`config.mk`:
```
export PLATFORM = sky130hd
export DESIGN_NAME = muldiv_sequencer
export DESIGN_NICKNAME = d
export VERILOG_FILES = /design/src/rtl/muldiv_pkg.sv /design/src/rtl/muldiv_step.sv /design/src/rtl/muldiv_sequencer.sv
export SDC_FILE = /design/constraint.sdc
export NUM_CORES = 1
export LEC_CHECK = 0
export ABC_AREA = 1
export BUFFER_PORTS_ARGS = -buffer_cell sky130_fd_sc_hd__buf_2
export CAP_MARGIN = 20
export CORE_ASPECT_RATIO = 0.8
export CORE_UTILIZATION = 30
export DETAILED_ROUTE_END_ITERATION = 16
export HOLD_SLACK_MARGIN = 0.05
export PLACE_DENSITY_LB_ADDON = 0.12
export SKIP_CTS_REPAIR_TIMING = 1
export SYNTH_ARGS = -nofsm -noshare
export SYNTH_HDL_FRONTEND = slang
export SYNTH_SLANG_ARGS = --single-unit
```
`constraint.sdc`:
```
create_clock -name clk -period 8.7 [get_ports clk]
set_clock_uncertainty 0.15 [all_clocks]
set_input_delay 2.61 -clock clk [delete_from_list [all_inputs] [get_ports clk]]
set_output_delay 2.61 -clock clk [all_outputs]
set_load 0.01 [all_outputs]
```
`src/rtl/muldiv_pkg.sv`:
```
// Shared types and constants for the iterative multiply/divide unit.
package muldiv_pkg;

    localparam int MD_WIDTH = 32;

    typedef enum logic [1:0] {
        MD_MULT  = 2'b00,
        MD_MULTU = 2'b01,
        MD_DIV   = 2'b10,
        MD_DIVU  = 2'b11
    } muldiv_op_t;

    typedef enum logic [2:0] {
        ST_IDLE,
        ST_PREP,
        ST_RUN,
        ST_FIXUP,
        ST_DONE
    } md_state_t;

endpackage

```
`src/rtl/muldiv_step.sv`:
```
// One radix-2 iteration: shift-add multiply step or restoring divide step.
module muldiv_step #(
    parameter int WIDTH = 32
) (
    input  logic               mode,
    input  logic [2*WIDTH-1:0] acc,
    input  logic [WIDTH-1:0]   operand,
    output logic [2*WIDTH-1:0] acc_next,
    output logic               qbit
);

    logic [WIDTH:0] sum;
    logic [WIDTH:0] shifted;
    logic [WIDTH:0] diff;

    always_comb begin
        sum      = {1'b0, acc[2*WIDTH-1:WIDTH]} + {1'b0, operand};
        shifted  = {acc[2*WIDTH-1:WIDTH], acc[WIDTH-1]};
        diff     = shifted - {1'b0, operand};
        qbit     = 1'b0;
        acc_next = {1'b0, acc[2*WIDTH-1:1]};
        if (mode) begin
            // Remainder stays below the divisor, so diff bit WIDTH is a clean borrow flag.
            qbit     = ~diff[WIDTH];
            acc_next = {(qbit ? diff[WIDTH-1:0] : shifted[WIDTH-1:0]), acc[WIDTH-2:0], 1'b0};
        end else if (acc[0]) begin
            acc_next = {sum, acc[WIDTH-1:1]};
        end
    end

endmodule

```
`src/rtl/muldiv_sequencer.sv`:
```
// Multi-cycle MULT/MULTU/DIV/DIVU sequencer owning the HI/LO registers.
module muldiv_sequencer
    import muldiv_pkg::*;
#(
    parameter int WIDTH = MD_WIDTH
) (
    input  logic             clk,
    input  logic             rst_n,
    input  logic             start,
    input  logic [1:0]       op,
    input  logic [WIDTH-1:0] a,
    input  logic [WIDTH-1:0] b,
    input  logic             abort,
    input  logic             hi_we,
    input  logic             lo_we,
    input  logic [WIDTH-1:0] wdata,
    output logic             busy,
    output logic             done,
    output logic             div_by_zero,
    output logic [WIDTH-1:0] hi,
    output logic [WIDTH-1:0] lo
);

    localparam int CNT_W = $clog2(WIDTH);
    localparam logic [CNT_W-1:0] CNT_LAST = CNT_W'(WIDTH - 1);

    md_state_t          state, state_nx;
    muldiv_op_t         op_r;
    logic [WIDTH-1:0]   a_r, b_r, opnd_r;
    logic [2*WIDTH-1:0] acc_r, step_acc;
    logic [CNT_W-1:0]   cnt_r;
    logic               neg_lo_r, neg_hi_r, dbz_r;
    logic               step_q, accept, op_div, op_signed, b_zero;
    logic [WIDTH-1:0]   a_mag, b_mag, q_fix, r_fix;
    logic [2*WIDTH-1:0] prod_fix;

    function automatic logic [WIDTH-1:0] neg_if(input logic neg, input logic [WIDTH-1:0] v);
        return neg ? -v : v;
    endfunction

    assign busy        = (state == ST_PREP) || (state == ST_RUN) || (state == ST_FIXUP);
    assign done        = (state == ST_DONE);
    assign div_by_zero = done & dbz_r;
    // A flush cancels the instruction that is raising start in the same cycle.
    assign accept      = start & ~busy & ~abort;

    assign op_div    = (op_r == MD_DIV) || (op_r == MD_DIVU);
    assign op_signed = (op_r == MD_MULT) || (op_r == MD_DIV);
    assign b_zero    = (b_r == '0);
    assign a_mag     = neg_if(op_signed & a_r[WIDTH-1], a_r);
    assign b_mag     = neg_if(op_signed & b_r[WIDTH-1], b_r);
    assign prod_fix  = neg_lo_r ? -acc_r : acc_r;
    assign q_fix     = neg_if(neg_lo_r, acc_r[WIDTH-1:0]);
    assign r_fix     = neg_if(neg_hi_r, acc_r[2*WIDTH-1:WIDTH]);

    muldiv_step #(.WIDTH(WIDTH)) u_step (
        .mode     (op_div),
        .acc      (acc_r),
        .operand  (opnd_r),
        .acc_next (step_acc),
        .qbit     (step_q)
    );

    always_ff @(posedge clk or negedge rst_n) begin
        if (!rst_n) begin
            state <= ST_IDLE;
        end else begin
            state <= state_nx;
        end
    end

    always_comb begin
        state_nx = state;
        case (state)
            ST_IDLE:  if (accept) state_nx = ST_PREP;
            ST_PREP: begin
                if (abort)                 state_nx = ST_IDLE;
                else if (op_div && b_zero) state_nx = ST_DONE;
                else                       state_nx = ST_RUN;
            end
            ST_RUN: begin
                if (abort)                  state_nx = ST_IDLE;
                else if (cnt_r == CNT_LAST) state_nx = ST_FIXUP;
            end
            ST_FIXUP: state_nx = abort ? ST_IDLE : ST_DONE;
            ST_DONE:  state_nx = accept ? ST_PREP : ST_IDLE;
            default:  state_nx = ST_IDLE;
        endcase
    end

    always_ff @(posedge clk or negedge rst_n) begin
        if (!rst_n) begin
            op_r     <= MD_MULT;
            a_r      <= '0;
            b_r      <= '0;
            opnd_r   <= '0;
            acc_r    <= '0;
            cnt_r    <= '0;
            neg_lo_r <= 1'b0;
            neg_hi_r <= 1'b0;
            dbz_r    <= 1'b0;
            hi       <= '0;
            lo       <= '0;
        end else begin
            if (accept) begin
                op_r <= muldiv_op_t'(op);
                a_r  <= a;
                b_r  <= b;
            end
            if (!busy && !accept) begin
                if (hi_we) hi <= wdata;
                if (lo_we) lo <= wdata;
            end
            if (busy && !abort) begin
                case (state)
                    ST_PREP: begin
                        cnt_r    <= '0;
                        neg_lo_r <= op_signed & (a_r[WIDTH-1] ^ b_r[WIDTH-1]);
                        neg_hi_r <= op_signed & (op_div ? a_r[WIDTH-1]
                                                        : (a_r[WIDTH-1] ^ b_r[WIDTH-1]));
                        dbz_r    <= op_div & b_zero;
                        if (op_div) begin
                            acc_r  <= {{WIDTH{1'b0}}, a_mag};
                            opnd_r <= b_mag;
                        end else begin
                            acc_r  <= {{WIDTH{1'b0}}, b_mag};
                            opnd_r <= a_mag;
                        end
                        if (op_div && b_zero) begin
                            hi <= a_r;
                            lo <= '1;
                        end
                    end
                    ST_RUN: begin
                        acc_r <= op_div ? {step_acc[2*WIDTH-1:1], step_q} : step_acc;
                        cnt_r <= cnt_r + 1'b1;
                    end
                    ST_FIXUP: begin
                        if (op_div) begin
                            hi <= r_fix;
                            lo <= q_fix;
                        end else begin
                            hi <= prod_fix[2*WIDTH-1:WIDTH];
                            lo <= prod_fix[WIDTH-1:0];
                        end
                    end
                    default: ;
                endcase
            end
        end
    end

endmodule
```
Word-level counts from Yosys, hierarchy flattened
Cells that the tools add are included.

Register bits: 237. Input port bits: 104.

Muxes and demuxes: 34. Reductions and logical operators: 17. Bitwise gates (word level): 12. Equality and inequality tests: 9. Add/subtract/negate cells: 8.

Operators with widths (count): $mux 32 (17); $mux 64 (3); $neg 32->32 (4); $pmux 32 s2 (2); $pmux 64 s2 (1); $neg 64->64 (1); $add 32x32->33 (1); $sub 33x32->33 (1); $logic_not 32->1 (1); $mux 3 (6); $pmux 3 s5 (1); $pmux 5 s2 (1); $and 1x1->1 (8); $eq 3x2->1 const B (2); $reduce_and 2->1 (3); $add 5x1->5 const B (1); $eq 5x5->1 const B (1); $eq 2x2->1 const B (2); $logic_or 1x1->1 (4); $eq 3x1->1 const B (1); $eq 3x3->1 const B (1); $logic_and 1x1->1 (3); $logic_not 1->1 (3); $logic_not 3->1 (1); 7 further kinds (11).

Logic depth before layout (Yosys ltp)
Depth after elaboration: 12. Gate-level depth with buffers: 20. Gate-level depth less buffers: 19.

By module
Synthesis repeated with hierarchy kept, for this count alone.

Cells, all modules: 3694. Area, all modules: 21735.8 um^2.

Modules (own cells, without submodules): muldiv_sequencer (area an instance 15651.3 um^2, times used 1, cells an instance 2414); muldiv_step (area an instance 6084.6 um^2, times used 1, cells an instance 1280).

Worst setup path before layout
Ideal clock, no wire load.

Path kind: in2reg. Start point: input abort. End point: register hi[7]. Buffers on the path: 3. Cell stages on the path: 13. Arrival: 3.937 ns. Path slack: 4.477 ns. Setup time: 0.135 ns. Cell sequence: clkbuf_2 > inv_1 > nand2_1 > nand2_1 > nor2_1 > buf_2 > buf_6 > mux2i_1 > inv_1 > a21oi_1 > nand2_1 > nand2_1 > o21ai_0.

Longest elaborated chain between the ends: 8.

Ends and longest elaborated chain: from (decl) (RTL line muldiv_sequencer.sv:13) `input logic abort,`; $not 1->1 (RTL line muldiv_sequencer.sv:45) `assign accept = start & ~busy & ~abort;`; $and 1x1->1 (RTL line muldiv_sequencer.sv:45); $logic_not 1->1 (RTL line muldiv_sequencer.sv:110) `if (!busy && !accept) begin`; $logic_and 1x1->1 (RTL line muldiv_sequencer.sv:110); $mux 32 (RTL line muldiv_sequencer.sv:110); $mux 32 (RTL line muldiv_sequencer.sv:129) `if (op_div && b_zero) begin`; $pmux 32 s2 (RTL line muldiv_sequencer.sv:115) `case (state)`; $mux 32 (*) (RTL line muldiv_sequencer.sv:114) `if (busy && !abort) begin`; to (signal assigned) (RTL line muldiv_sequencer.sv:111) `if (hi_we) hi <= wdata;`; to (signal assigned) (RTL line muldiv_sequencer.sv:130) `hi <= a_r;`; to (signal assigned) (RTL line muldiv_sequencer.sv:140) `hi <= r_fix;`; to (decl) (RTL line muldiv_sequencer.sv:20) `output logic [WIDTH-1:0] hi,`.

Every way passes the cells marked *; elsewhere a longest branch is shown, timed or not. A chain may end at the register's enable or synchronous reset.

Worst setup path after layout
Start point: input abort. End point: register acc_r[15].

Longest elaborated chain between the ends: 3.

Ends and longest elaborated chain: $logic_not 1->1 (RTL line muldiv_sequencer.sv:114); $logic_and 1x1->1 (RTL line muldiv_sequencer.sv:114); $reduce_and 2->1 (no line); to (signal assigned) (RTL line muldiv_sequencer.sv:123) `acc_r <= {{WIDTH{1'b0}}, a_mag};`; to (signal assigned) (RTL line muldiv_sequencer.sv:126) `acc_r <= {{WIDTH{1'b0}}, b_mag};`; to (signal assigned) (RTL line muldiv_sequencer.sv:135) `acc_r <= op_div ? {step_acc[2*WIDTH-1:1], step_q} : step_acc;`; to (decl) (RTL line muldiv_sequencer.sv:30) `logic [2*WIDTH-1:0] acc_r, step_acc;`.

No other way between the ends.

==> results.yml <==
clock_network:
  cts_max_level: 1
  clockBufferDepth: 3
  clkSinkCount: 237
  cts_buffers: 30
  cts_root_buffer: "clkbuf_16"
  cts_tree: "built"
  clk_pin_slew_worst_paths_ps: 60
  clock_latency_ps: 620
floorplan:
  die_y_um: 240
  fp.dieW_um: 300
  num_io_pins: 171
  die_area_um2: 72000
  core_um2: 69500
  fp-row-count: 86
  start_util_pct: 30.6
grt:
  first_global_vias: 21500
  grt_usage_pct: 28.5
  grt_pass1_wl_um: 151000
  grt-ovfl-total: 0
  grt_max_degree: 130
  antenna_found_initial: 6
power_and_ir_drop:
  ir_drop_v: 0.000218
  cellLeakagePower_nw: 12.3
  p_per_area_nw_per_um2: 460
detailed_routing:
  routed.top_layer: "met5"
  postRouteAntennaNets: 0
  vias_per_cell: 5.31
  met2_length_um: 40500
  drtIter0Drc: 2780
  dr.pass1.iters: 5
  vias: 24100
  wirelength_um: 105000
  wl_per_cell_um: 23.1
  drc: 0
  met3_length_um: 10700
  wl_met1_um: 50800
timing:
  hold_viol: 0
  grt_setup_unrepaired: "false"
  timing.setup.tns_ps: 0
  period_share_pct: 54.3
  setup_ws_ps: 3980
  worst_pin_slew_ps: 1180
  final.min_clock_period_ps: 4720
  slew_headroom_pct: 21.1
  clock.fmax_mhz: 212
  setup_viol: 0
  finalMaxSlewViolations: 0
logic_synthesis:
  synthesis.area_um2: 21300
  yosysWarnings: 0
  ys_types: 52
  synth_cells: 3482
  synth_edf_count: 0
  synth_nets: 3658
  postSynth.asyncResetShare_pct: 100
  seq_area_frac_synth_pct: 27.9
  ys_seq_elements: 237
  yosys_most_used_dff: "dfrtp_1"
  avgSynthCellArea_um2: 6.11
place:
  place_hpwl_um: 83100
  place_inst: 4472
  port_buffers: 170
  gp_congestion: 1.00
  dp_slack_ps: 3410
finish:
  drive_gt1_share_pct: 9.85
  antennaDiodeCount: 0
  fillCellCount: 7958
  nNetsFinal: 3757
  area_delta_synth_final_pct: 12.8
  layoutNonFillerInstCount: 4529
setup_path:
  crit_path_start: "abort"
  r2r-start: "op_r[1]"
  path_max_fanout: 72
  r2r_slack_ps: 4650
  crit_chain: "buf_2 > nor2_1 > buf_4 > inv_2 > nor2_4 > nor2_4 > buf_4 > inv_2 > o21ai_0 > o21ai_0"
  r2r_cells: 12
  r2r_end: "hi[25]"
  cp-end-kind: "flip-flop"
  cp.arrival_ps: 5030
  required_ps: 9010
  cp-endpoint: "acc_r[15]"
  start_kind: "input port"
  crit_type: "input port to flip-flop"
  cpPeakStageDelay_ps: 690
  crit_slowest_cell: "buf_4"
min_path:
  holdCritPathClass: "flip-flop to flip-flop"
  hp-start: "cnt_r[4]"
  whs_path_depth: 1
status:
  status: "finished, final reports clean"
run:
  max_cap_violations: 0
==> synthesized netlist by cell type (3+ instances only) <==
cell	instances	share of area, %
nand4_1	42	1.2
nand2_1	1032	18
mux2i_1	16	0.75
o21ai_1	33	0.78
a21oi_1	237	5.6
xnor2_1	17	0.70
nand2_2	6	0.18
buf_2	27	0.64
ha_1	70	4.1
nor2_2	8	0.24
a22o_1	3	0.12
nor2_4	4	0.21
o22ai_1	13	0.38
o31ai_1	6	0.21
clkbuf_1	81	1.4
a22oi_1	20	0.71
nand3b_1	22	0.78
dfrtp_1	237	28
buf_4	4	0.14
o21ai_2	3	0.12
inv_1	408	7.2
nor2_1	373	6.6
or2_2	29	0.85
nand3_1	323	7.6
mux2_2	10	0.53
a21o_1	7	0.25
buf_6	6	0.32
buf_1	19	0.34
nor3_1	58	1.4
o21ai_0	206	4.8
o211ai_1	25	0.88
nor4_1	9	0.26
xor2_1	44	1.8
a31oi_1	28	0.82
inv_2	18	0.32
o21bai_1	12	0.42
nor3_2	3	0.14
==> through the flow <==
| step | utilization [%] | hold slack, ps | area, µm² | total power, mW |
|---|---|---|---|---|
| after floorplan | - | 295 | 21300 | 6.71 |
| after global placement | 33.1 | 349 | 23000 | 9.54 |
| after detailed placement | 33.1 | 342 | 23000 | 9.49 |
| after CTS | 34.5 | 361 | 24000 | 10.8 |
| after global routing | 34.5 | 376 | 24000 | 11.8 |
| final | 34.5 | 357 | 24000 | 11.0 |
==> per-layer routing <==
layer	GRT usage [%]	vias up
li1	-	11500
met1	44.3	11400
met2	38.1	1024
met3	6.98	112
met4	6.96	6
met5	0	-
==> worst min-delay path by stage <==
stage,end
finish,cnt_r[4]
global route,cnt_r[4]
CTS,cnt_r[4]
detailed placement,cnt_r[4]
global placement,cnt_r[4]
floorplan,dbz_r
==> flip-flops by register name, indices dropped and copies added (netlist names) <==
| register | flops |
|---|---|
| op_r | 2 |
| cnt_r | 5 |
| dbz_r | 1 |
| b_r | 32 |
| hi | 32 |
| acc_r | 64 |
| state | 3 |
| opnd_r | 32 |
| a_r | 32 |
| neg_hi_r | 1 |
| lo | 32 |
| neg_lo_r | 1 |
==> worst max-delay path: cells and delay by family <==
family | cells | cell delay [ps]
buffers and inverters | 5 | 1880
AND/OR/NAND/NOR | 3 | 210
AO/OA/AOI/OAI | 2 | 290
==> kinds of logic after synthesis <==
group / count (synthesis) / share of synthesized area, %
adders and majority gates: 72 / 4.30
DFF: 237 / 27.9
AOI/OAI and AO/OA: 601 / 15.4
and+or+nand+nor: 1919 / 38.1
buffers and inverters: 566 / 10.4
xor gates and xnor gates: 61 / 2.51
muxes: 26 / 1.28
==> report_power, final <==
group | switching (mW) | internal, mW
combinational | 5.16 | 2.13
clock | 0.574 | 0.730
sequential | 0.836 | 1.61
total | 6.57 | 4.47
==> layout make-up <==
type                            instances  area (µm²)  area share [%]
Clock buffer                           38         821            3.42
Multi-Input combinational cell       2679       13200            54.9
Timing Repair Buffer                  206        1140            4.76
Tap cell                              924        1160            4.82
Clock inverter                         18         178           0.740
Inverter                              427        1610            6.69
Sequential cell                       237        5930            24.7
==> cell usage in the layout, fill, tap and decap left out, types with 10 or more instances in the layout <==
cell       Yosys  layout
nand2_1     1032    1031
inv_1        408     407
nor2_1       373     368
nand3_1      323     323
a21oi_1      237     237
dfrtp_1      237     236
o21ai_0      206     206
buf_2         27     169
ha_1          70      70
nor3_1        58      58
xor2_1        44      44
nand4_1       42      42
buf_4          4      34
o21ai_1       33      33
clkbuf_16      0      30
or2_2         29      29
a31oi_1       28      28
o211ai_1      25      25
nand3b_1      22      22
a22oi_1       20      20
inv_2         18      18
xnor2_1       17      17
mux2i_1       16      16
o22ai_1       13      13
o21bai_1      12      12
mux2_2        10      10
Power figures use the tool's default switching activity.
